### src/rtl/mem_arbiter.sv
// Round-robin arbiter sharing one memory port between instruction fetch and data access.
// One transaction is outstanding at a time; completion acks are steered combinationally to the owner.
module mem_arbiter #(
   parameter int XLEN = 32
) (
   input  logic              clk,
   input  logic              reset_n,
   input  logic              i_req,
   input  logic [XLEN-1:0]   i_addr,
   output logic [XLEN-1:0]   i_rdata,
   output logic              i_ack,
   input  logic              d_req,
   input  logic              d_we,
   input  logic [XLEN-1:0]   d_addr,
   input  logic [XLEN-1:0]   d_wdata,
   input  logic [XLEN/8-1:0] d_be,
   output logic [XLEN-1:0]   d_rdata,
   output logic              d_ack,
   output logic              m_req,
   output logic              m_we,
   output logic [XLEN-1:0]   m_addr,
   output logic [XLEN-1:0]   m_wdata,
   output logic [XLEN/8-1:0] m_be,
   input  logic [XLEN-1:0]   m_rdata,
   input  logic              m_ack
);
   localparam int BEW = XLEN / 8;

   typedef enum logic [1:0] {IDLE, GRANT_I, GRANT_D} state_e;
   typedef enum logic {LG_I, LG_D} grant_e;

   state_e            state_q;
   grant_e            last_grant_q;
   logic              m_req_q;
   logic              m_we_q;
   logic [XLEN-1:0]   m_addr_q;
   logic [XLEN-1:0]   m_wdata_q;
   logic [BEW-1:0]    m_be_q;
   logic              pick_i;

   // Instruction wins when alone, or on a tie when data was served last.
   assign pick_i = i_req && (!d_req || (last_grant_q == LG_D));

   always_ff @(posedge clk) begin
      if (!reset_n) begin
         state_q      <= IDLE;
         last_grant_q <= LG_D;
         m_req_q      <= 1'b0;
         m_we_q       <= 1'b0;
         m_addr_q     <= '0;
         m_wdata_q    <= '0;
         m_be_q       <= '0;
      end else begin
         case (state_q)
            IDLE: begin
               if (pick_i) begin
                  state_q      <= GRANT_I;
                  last_grant_q <= LG_I;
                  m_req_q      <= 1'b1;
                  m_we_q       <= 1'b0;
                  m_addr_q     <= i_addr;
                  m_wdata_q    <= '0;
                  m_be_q       <= '1;
               end else if (d_req) begin
                  state_q      <= GRANT_D;
                  last_grant_q <= LG_D;
                  m_req_q      <= 1'b1;
                  m_we_q       <= d_we;
                  m_addr_q     <= d_addr;
                  m_wdata_q    <= d_wdata;
                  m_be_q       <= d_be;
               end
            end
            // Return to IDLE on ack; arbitration happens only from IDLE so a held req is not reissued.
            GRANT_I, GRANT_D: begin
               if (m_ack) begin
                  state_q <= IDLE;
                  m_req_q <= 1'b0;
               end
            end
            default: begin
               state_q <= IDLE;
               m_req_q <= 1'b0;
            end
         endcase
      end
   end

   assign m_req   = m_req_q;
   assign m_we    = m_we_q;
   assign m_addr  = m_addr_q;
   assign m_wdata = m_wdata_q;
   assign m_be    = m_be_q;

   assign i_ack   = reset_n && (state_q == GRANT_I) && m_ack;
   assign d_ack   = reset_n && (state_q == GRANT_D) && m_ack;
   assign i_rdata = i_ack ? m_rdata : '0;
   assign d_rdata = d_ack ? m_rdata : '0;

endmodule
### config.mk
export PLATFORM = sky130hd
export DESIGN_NAME = mem_arbiter
export DESIGN_NICKNAME = d
export VERILOG_FILES = /design/src/rtl/mem_arbiter.sv
export SDC_FILE = /design/constraint.sdc
export NUM_CORES = 1
export LEC_CHECK = 0
export BUFFER_PORTS_ARGS = -buffer_cell sky130_fd_sc_hd__buf_4
export CAP_MARGIN = 10
export CORE_MARGIN = 10
export CORE_UTILIZATION = 25
export CTS_BUF_LIST = sky130_fd_sc_hd__clkbuf_8
export DETAILED_ROUTE_END_ITERATION = 12
export SLEW_MARGIN = 10
export SYNTH_ARGS = -nofsm -noshare
export SYNTH_HDL_FRONTEND = slang
export SYNTH_SLANG_ARGS = --single-unit
### constraint.sdc
create_clock -name clk -period 2.96 [get_ports clk]
set_input_delay 0.148 -clock clk [delete_from_list [all_inputs] [get_ports clk]]
set_output_delay 0.148 -clock clk [all_outputs]
set_load 0.05 [all_outputs]
After elaboration in Yosys (flattened, before gate mapping) --
Cells that the tools add are included.
Storage, ports and cells: bits in registers 73, latch bits 0, RAM bits 0, bits in read-only memories 0, bits of input ports 138, output and inout port bits 136, memories kept 0
Cells by class: add/subtract/negate cells 0, $mul 0, div/mod/pow operators 0, magnitude comparators 0, equal/unequal tests 4, shift operators 0, multiplexer cells 19, bitwise gates (word level) 0, reductions and logical operators 12
Operators with widths (count):
- $mux 32 | 6
- $mux 4 | 2
- $mux 1 | 6
- $mux 2 | 3
- $logic_and 1x1->1 | 5
- $pmux 2 s2 | 1
- $reduce_and 2->1 | 2
- $ne 3x3->1 const B | 1
- $eq 2x1->1 const B | 1
- $eq 2x2->1 const B | 1
- $logic_not 2->1 | 1
- $ne 2x2->1 const B | 1
- $pmux 1 s2 | 1
- $reduce_bool 2->1 | 1
- $reduce_or 2->1 | 1
- $logic_not 1->1 | 1
- $logic_or 1x1->1 | 1

Depth between registers and ports, before layout --
Gate-level depths: netlist (run 1).
word-level depth 5, depth in mapped cells 7, gate-level depth less buffers 5

Least setup slack after synthesis (run 1) --
OpenSTA, ideal clock, no wires.
path kind register -> output, start point reg state_q[0], end point out d_rdata[22], arrival time 1.504 ns, required time 2.812 ns, path slack 1.308 ns, stages on the path, launching flop included 6, buffers on the path 1, cell sequence dfxtp_1 inv_1 ha_1 and3_1 buf_2 and2_1
Between the ends: longest elaborated chain between the ends 4
RTL lines:
- start: declaration | line 32 | state_e state_q;
- start signal: assignment | line 46 | state_q <= IDLE;
- start signal: assignment | line 57 | state_q <= GRANT_I;
- start signal: assignment | line 65 | state_q <= GRANT_D;
- $eq 2x2->1 | line 96 | assign d_ack = reset_n && (state_q == GRANT_D) && m_ack;
- $logic_and 1x1->1 (2 in a row) | line 96
- named net d_ack | line 18 | output logic d_ack,
- $mux 32 | line 98 | assign d_rdata = d_ack ? m_rdata : '0;
- end: declaration | line 17 | output logic [XLEN-1:0] d_rdata,
The timed path passes the listed nets, and every way through them passes these cells.

Final worst setup path (run 1) --
start point reg state_q[0], end point out d_rdata[29]
Between the ends: longest elaborated chain between the ends 4
RTL lines (line):
- $eq 2x2->1 | 96
- $logic_and 1x1->1 (2 in a row) | 96
- $mux 32 | 98
Every way passes these cells.

==> flow_metrics.py, run 1 <==
metrics = {
    "placement": {
        "dp.cells": 783,
        "dp_hpwl_mm": 11.3,
        "post_dp_cell_area_um2": 5380,
        "pre_cts_ws_ns": 1.02,
        "portBuffers": 273,
        "gp_congestion": 0.843,
    },
    "grt": {
        "globalRouteTotalUtil": 0.160,
        "grt_pass1_vias": 4173,
        "antenna_found_initial": 0,
        "grt_pass1_wl_mm": 23.0,
        "grt.overflow.total": 0,
        "grt_start_max_net_pins": 46,
    },
    "critical_path": {
        "arrival_ns": 2.09,
        "crit_chain": "inv_1, ha_1, and3_1, and2_1, buf_4",
        "reg2reg_setup_slack_ns": 1.05,
        "required_ns": 2.81,
        "worst_path_largest_cell_delay_ns": 0.74,
        "critical_path_buf_inv_count": 2,
        "slowest_stage": "and3_1",
        "cp_top_family": "simple AND/OR/NAND/NOR gates",
        "timing.rr.end": "m_be[0]$_SDFFE_PN0P_",
        "path_class": "register to output pin",
        "crit_path_max_fanout": 33,
        "regToRegStartpoint": "last_grant_q$_SDFFE_PN1P_",
        "worst_setup_path_end_kind": "output pin",
        "cp_num_cells": 5,
        "critPathLaunchType": "register",
        "reg2reg_depth": 3,
    },
    "cells_and_area": {
        "drive_gt1_frac": 0.456,
        "num_antenna_cells": 0,
        "area_delta_synth_final_pct": 80.0,
        "fillCellCount": 1249,
        "regArea_um2": 1460,
        "final_cells": 830,
        "final_core_util": 0.463,
        "final_area_um2": 5890,
        "multi_input_area_um2": 1610,
        "nNetsFinal": 794,
    },
    "floorplan": {
        "die_x_um": 134,
        "ios": 274,
        "core_area_um2": 12700,
        "num_rows": 41,
        "die-area_um2": 18100,
        "die_y_um": 134,
        "start_util": 0.257,
    },
    "timing": {
        "max_freq_mhz": 446,
        "timing.final.ws_setup_ns": 0.720,
        "slew-limit-headroom": 0.340,
        "finalHoldViolCount": 0,
        "fin_crit_sh": 0.757,
        "worst_slew_pin_slew_ns": 0.990,
        "setup_violations": 0,
        "fin_tns_setup_ns": 0,
        "rsz0062_at_grt": "false",
        "finClkSkew_ns": 0.00758,
        "period_needed_ns": 2.24,
        "slew_violations": 0,
        "hold_ws_ns": 0.0175,
    },
    "logic_synthesis": {
        "synth_top_area_frac": 0.446,
        "synth_edf_count": 0,
        "avgSynthCellArea_um2": 8.80,
        "synth_ff_type": "dfxtp_1",
        "synth.most_common_cell": "dfxtp_1",
        "yosys.area.top_type": "dfxtp_1",
        "synth_area_leaders": "dfxtp_1 45%, and2_1 12%, o21ai_0 10%",
        "synthTopCellsByCount": "73 x dfxtp_1, 67 x o21ai_0, 65 x and2_1",
        "syn_area_um2": 3270,
        "syn-num-nets": 513,
        "synth-async-reset-ratio": 0,
        "yosys_warnings": 0,
        "seq_area_frac_synth": 0.446,
        "syn-instance-count": 372,
        "ys_seq_elements": 73,
        "synth_cell_types": 28,
    },
    "clock_network": {
        "cts_setup_buffers": 0,
        "cts.sinks": 73,
        "numCtsBuffers": 9,
        "cts_tree": "yes",
        "clockBufferDepth": 2,
        "cts_root_buf": "clkbuf_8",
        "path_clk_slew_ns": 0.08,
        "htree_num_levels": 3,
        "insertion_delay_ns": 0.36,
    },
    "power_and_ir_drop": {
        "power_frac_seq": 0.357,
        "p_per_area_nw_per_um2": 559,
        "power_frac_clock": 0.246,
        "vdd_drop_max_mv": 0.345,
        "p_leak_nw": 2.80,
        "internal_power_mw": 1.95,
        "switching_share": 0.406,
        "fin_total_pwr_mw": 3.29,
        "power_frac_comb": 0.397,
        "p_switching_mw": 1.34,
    },
    "min_path": {
        "holdPathEnd": "m_wdata[27]$_SDFFE_PN0P_",
        "min_path_type": "primary input to register",
        "min-delay-start": "d_wdata[27]",
        "worstHoldPathCells": 2,
    },
    "drt": {
        "drc_errors": 0,
        "viasPerCell": 4.82,
        "drt_iter0_markers": 156,
        "wl_per_cell_um": 18.5,
        "drtAntennaViolNets": 0,
        "vias": 4004,
        "routed_wl_mm": 15.3,
        "dr.pass1.iters": 4,
    },
    "run": {
        "drv_cap": 0,
    },
    "run_status": {
        "status": "finished clean",
    },
}
## registers in the layout (all words and copies together), names as in the netlist
| register | count |
|---|---|
| last_grant_q | 1 |
| m_addr | 32 |
| m_be | 4 |
| m_req | 1 |
| m_wdata | 32 |
| m_we | 1 |
| state_q | 2 |
## kinds of logic after synthesis
logic type / count (synthesis) / share of synthesized area
AO/OA/AOI/OAI: 176 / 0.332
AND/OR/NAND/NOR: 78 / 0.147
flip-flops: 73 / 0.446
buffers and inverters: 42 / 0.0627
adder cells (fa/ha/maj): 3 / 0.0115
## routing by layer
layer | GRT usage | vias to the layer above | wire length (µm)
li1 | - | 1902 | -
met5 | 0 | - | 0
met1 | 0.164 | 1839 | 5590
met4 | 0.0659 | 0 | 418
met2 | 0.275 | 233 | 7670
met3 | 0.0736 | 30 | 1670
## cell type report
| class | instances | share of cell area |
|---|---|---|
| repair buffers | 309 | 0.407 |
| multi-input cells | 257 | 0.273 |
| flip-flops and latches | 73 | 0.248 |
| well taps | 172 | 0.0365 |
| clock buffers | 9 | 0.0210 |
| clock inverters | 7 | 0.0132 |
| inverters | 3 | 0.00191 |
## power groups by stage
stage	combinational (mW)	clock [mW]	sequential, mW
2_1_floorplan	0.413	0	1.59
3_3_place_gp	1.26	0	1.19
3_5_place_dp	1.27	0	1.19
4_1_cts	1.31	0.832	1.18
5_1_grt	1.39	0.882	1.19
6_report	1.31	0.810	1.18
## cells in the final DEF (no fill, tap or decap)
cell	count
buf_4	278
dfxtp_1	73
o21ai_0	67
and2_1	65
a22o_1	33
a31oi_1	32
a21oi_1	32
dlygate4sd3_1	31
clkbuf_8	9
o221a_2	4
clkinvlp_4	4
inv_1	3
ha_1	3
and3_1	2
nand2b_1	2
nand3_1	2
o21ai_1	2
nand2_1	2
nor2b_1	2
a21boi_0	2
inv_6	2
and2b_1	1
o21ai_2	1
o21a_1	1
a21oi_2	1
nor3b_1	1
nand4_1	1
o211ai_1	1
bufinv_16	1
## how the worst max path moves through the flow
stage             endpoint               startpoint  slack (ns)
4_1_cts        d_rdata[10]  state_q[0]$_SDFFE_PN0P_        0.67
5_1_grt        d_rdata[31]  state_q[0]$_SDFFE_PN0P_        0.51
6_report       d_rdata[29]  state_q[0]$_SDFFE_PN0P_        0.72
2_1_floorplan  d_rdata[22]  state_q[0]$_SDFFE_PN0P_        1.31
3_3_place_gp   d_rdata[10]                  reset_n        1.11
3_5_place_dp   d_rdata[10]                  reset_n        1.02
## what timing repair did
item,4_1_cts,5_1_grt
hold buffers,31,0
hold endpoints to repair,31,0
resized for setup,0,0
Power figures use the tool's default switching activity.
==> run 2, diff against run 1 <==
clock period = 2.2 ns   (was 2.96 ns; I/O delays follow)
==> flow_metrics.py, run 2 (synthesis results as in run 1) <==
metrics = {
    "drt": {
        "drc_errors": 0,
        "wl_per_cell_um": 18.1,
        "dr.pass1.iters": 4,
        "drtAntennaViolNets": 0,
        "viasPerCell": 4.77,
        "routed_wl_mm": 15.1,
        "vias": 3992,
        "drt_iter0_markers": 171,
    },
    "critical_path": {
        "regToRegStartpoint": "state_q[0]$_SDFFE_PN0P_",
        "critPathLaunchType": "register",
        "required_ns": 2.09,
        "crit_path_max_fanout": 33,
        "worst_setup_path_end_kind": "output pin",
        "path_class": "register to output pin",
        "reg2reg_depth": 6,
        "timing.rr.end": "m_be[1]$_SDFFE_PN0P_",
        "arrival_ns": 1.79,
        "reg2reg_setup_slack_ns": 0.44,
    },
    "min_path": {
        "worstHoldPathCells": 3,
        "holdPathEnd": "m_addr[5]$_SDFFE_PN0P_",
        "min_path_type": "primary input to register",
        "min-delay-start": "d_addr[5]",
    },
    "placement": {
        "post_dp_cell_area_um2": 5410,
        "dp.cells": 787,
        "gp_congestion": 0.814,
        "portBuffers": 273,
        "dp_hpwl_mm": 11.5,
    },
    "power_and_ir_drop": {
        "switching_share": 0.410,
        "p_leak_nw": 2.83,
        "p_switching_mw": 1.77,
        "power_frac_clock": 0.225,
        "power_frac_seq": 0.366,
        "vdd_drop_max_mv": 0.355,
        "internal_power_mw": 2.55,
        "p_per_area_nw_per_um2": 729,
        "power_frac_comb": 0.409,
    },
    "floorplan": {
        "ios": 274,
        "start_util": 0.257,
        "core_area_um2": 12700,
        "num_rows": 41,
        "die-area_um2": 18100,
        "die_y_um": 134,
        "die_x_um": 134,
    },
    "timing": {
        "worst_slew_pin_slew_ns": 0.778,
        "slew-limit-headroom": 0.481,
        "fin_tns_setup_ns": 0,
        "rsz0062_at_grt": "false",
        "hold_ws_ns": 0.0205,
        "setup_violations": 0,
        "period_needed_ns": 1.90,
        "finClkSkew_ns": 0.00848,
        "fin_crit_sh": 0.864,
        "finalHoldViolCount": 0,
        "max_freq_mhz": 526,
        "slew_violations": 0,
    },
    "run_status": {
        "status": "finished clean",
    },
    "grt": {
        "antenna_found_initial": 1,
        "grt.overflow.total": 0,
        "globalRouteTotalUtil": 0.156,
        "grt_pass1_vias": 4206,
        "grt_start_max_net_pins": 44,
        "grt_pass1_wl_mm": 22.9,
    },
    "cells_and_area": {
        "final_cells": 837,
        "most-common-layout-cells": "282 x buf_4, 73 x dfxtp_1, 67 x o21ai_0",
        "final_core_util": 0.466,
        "drive_gt1_frac": 0.461,
        "final_common_cell": "buf_4",
        "area_delta_synth_final_pct": 81.1,
        "nNetsFinal": 800,
        "final_area_um2": 5930,
    },
    "clock_network": {
        "numCtsBuffers": 9,
        "cts.sinks": 73,
        "clockBufferDepth": 2,
        "cts_tree": "yes",
        "htree_num_levels": 3,
        "path_clk_slew_ns": 0.08,
        "insertion_delay_ns": 0.35,
        "cts_root_buf": "clkbuf_8",
    },
    "run": {
        "drv_cap": 0,
    },
}
-- run 2: cell types whose count changed in the layout (fill, tap and decap cells not counted), moves of 2 or more --
cell           previous run  this run
buf_4                   278       282
clkinv_2                  0         2
clkinv_4                  0         3
clkinvlp_4                4         1
dlygate4sd3_1            31        33
inv_6                     2         0
-- run 2: worst max-delay path, stage by stage (launching register included) --
cell and delay [ns]:
dfxtp_1 0.34, inv_1 0.08, ha_1 0.14, and3_2 0.48, and2_1 0.20, buf_4 0.20
-- run 2: stage by stage --
stage	power, mW	setup WS (ns)
4_1_cts	4.37	0.104
3_3_place_gp	3.32	0.214
3_5_place_dp	3.33	0.126
2_1_floorplan	2.70	0.586
6_report	4.32	0.299
5_1_grt	4.56	0.150
-- run 2: layout make-up --
type / instances / area [µm²]
Multi-Input combinational cell: 257 / 1610
Clock buffer: 10 / 138
Antenna cell: 1 / 2.50
Fill cell: 1230 / 6790
Sequential cell: 73 / 1460
Timing Repair Buffer: 315 / 2450
Inverter: 3 / 11.3
Tap cell: 172 / 215
Clock inverter: 6 / 43.8
-- run 2: layer usage --
metal | routed length [µm] | GRT usage
met1 | 5650 | 0.162
met2 | 7710 | 0.274
met3 | 1500 | 0.0680
met4 | 251 | 0.0532
met5 | 0 | 0
-- run 2: power groups by stage --
stage / clock (mW) / combinational, mW / sequential [mW]
2_1_floorplan: 0 / 0.556 / 2.14
3_3_place_gp: 0 / 1.72 / 1.61
3_5_place_dp: 0 / 1.73 / 1.61
4_1_cts: 1.01 / 1.78 / 1.58
5_1_grt: 1.08 / 1.88 / 1.60
6_report: 0.974 / 1.77 / 1.58
-- run 2: worst max-delay path by stage --
stage          slack (ns)  cells after the start               startpoint                  endpoint
6_report             0.30                      5  state_q[0]$_SDFFE_PN0P_                d_rdata[9]
5_1_grt              0.15                      5  state_q[0]$_SDFFE_PN0P_               d_rdata[25]
4_1_cts              0.10                      5  state_q[0]$_SDFFE_PN0P_  m_wdata[12]$_SDFFE_PN0P_
3_5_place_dp         0.13                      5  state_q[0]$_SDFFE_PN0P_  m_wdata[12]$_SDFFE_PN0P_
3_3_place_gp         0.21                      5  state_q[0]$_SDFFE_PN0P_  m_wdata[26]$_SDFFE_PN0P_
2_1_floorplan        0.59                      5  state_q[0]$_SDFFE_PN0P_               d_rdata[22]
-- run 2: repair_timing --
| item | 4_1_cts | 5_1_grt |
|---|---|---|
| hold buffers | 33 | 0 |
| gates resized for setup | 1 | 0 |
| endpoints found under the setup margin | 32 | 0 |
| endpoints found under the hold margin | 33 | 0 |
| setup buffers | 0 | 0 |
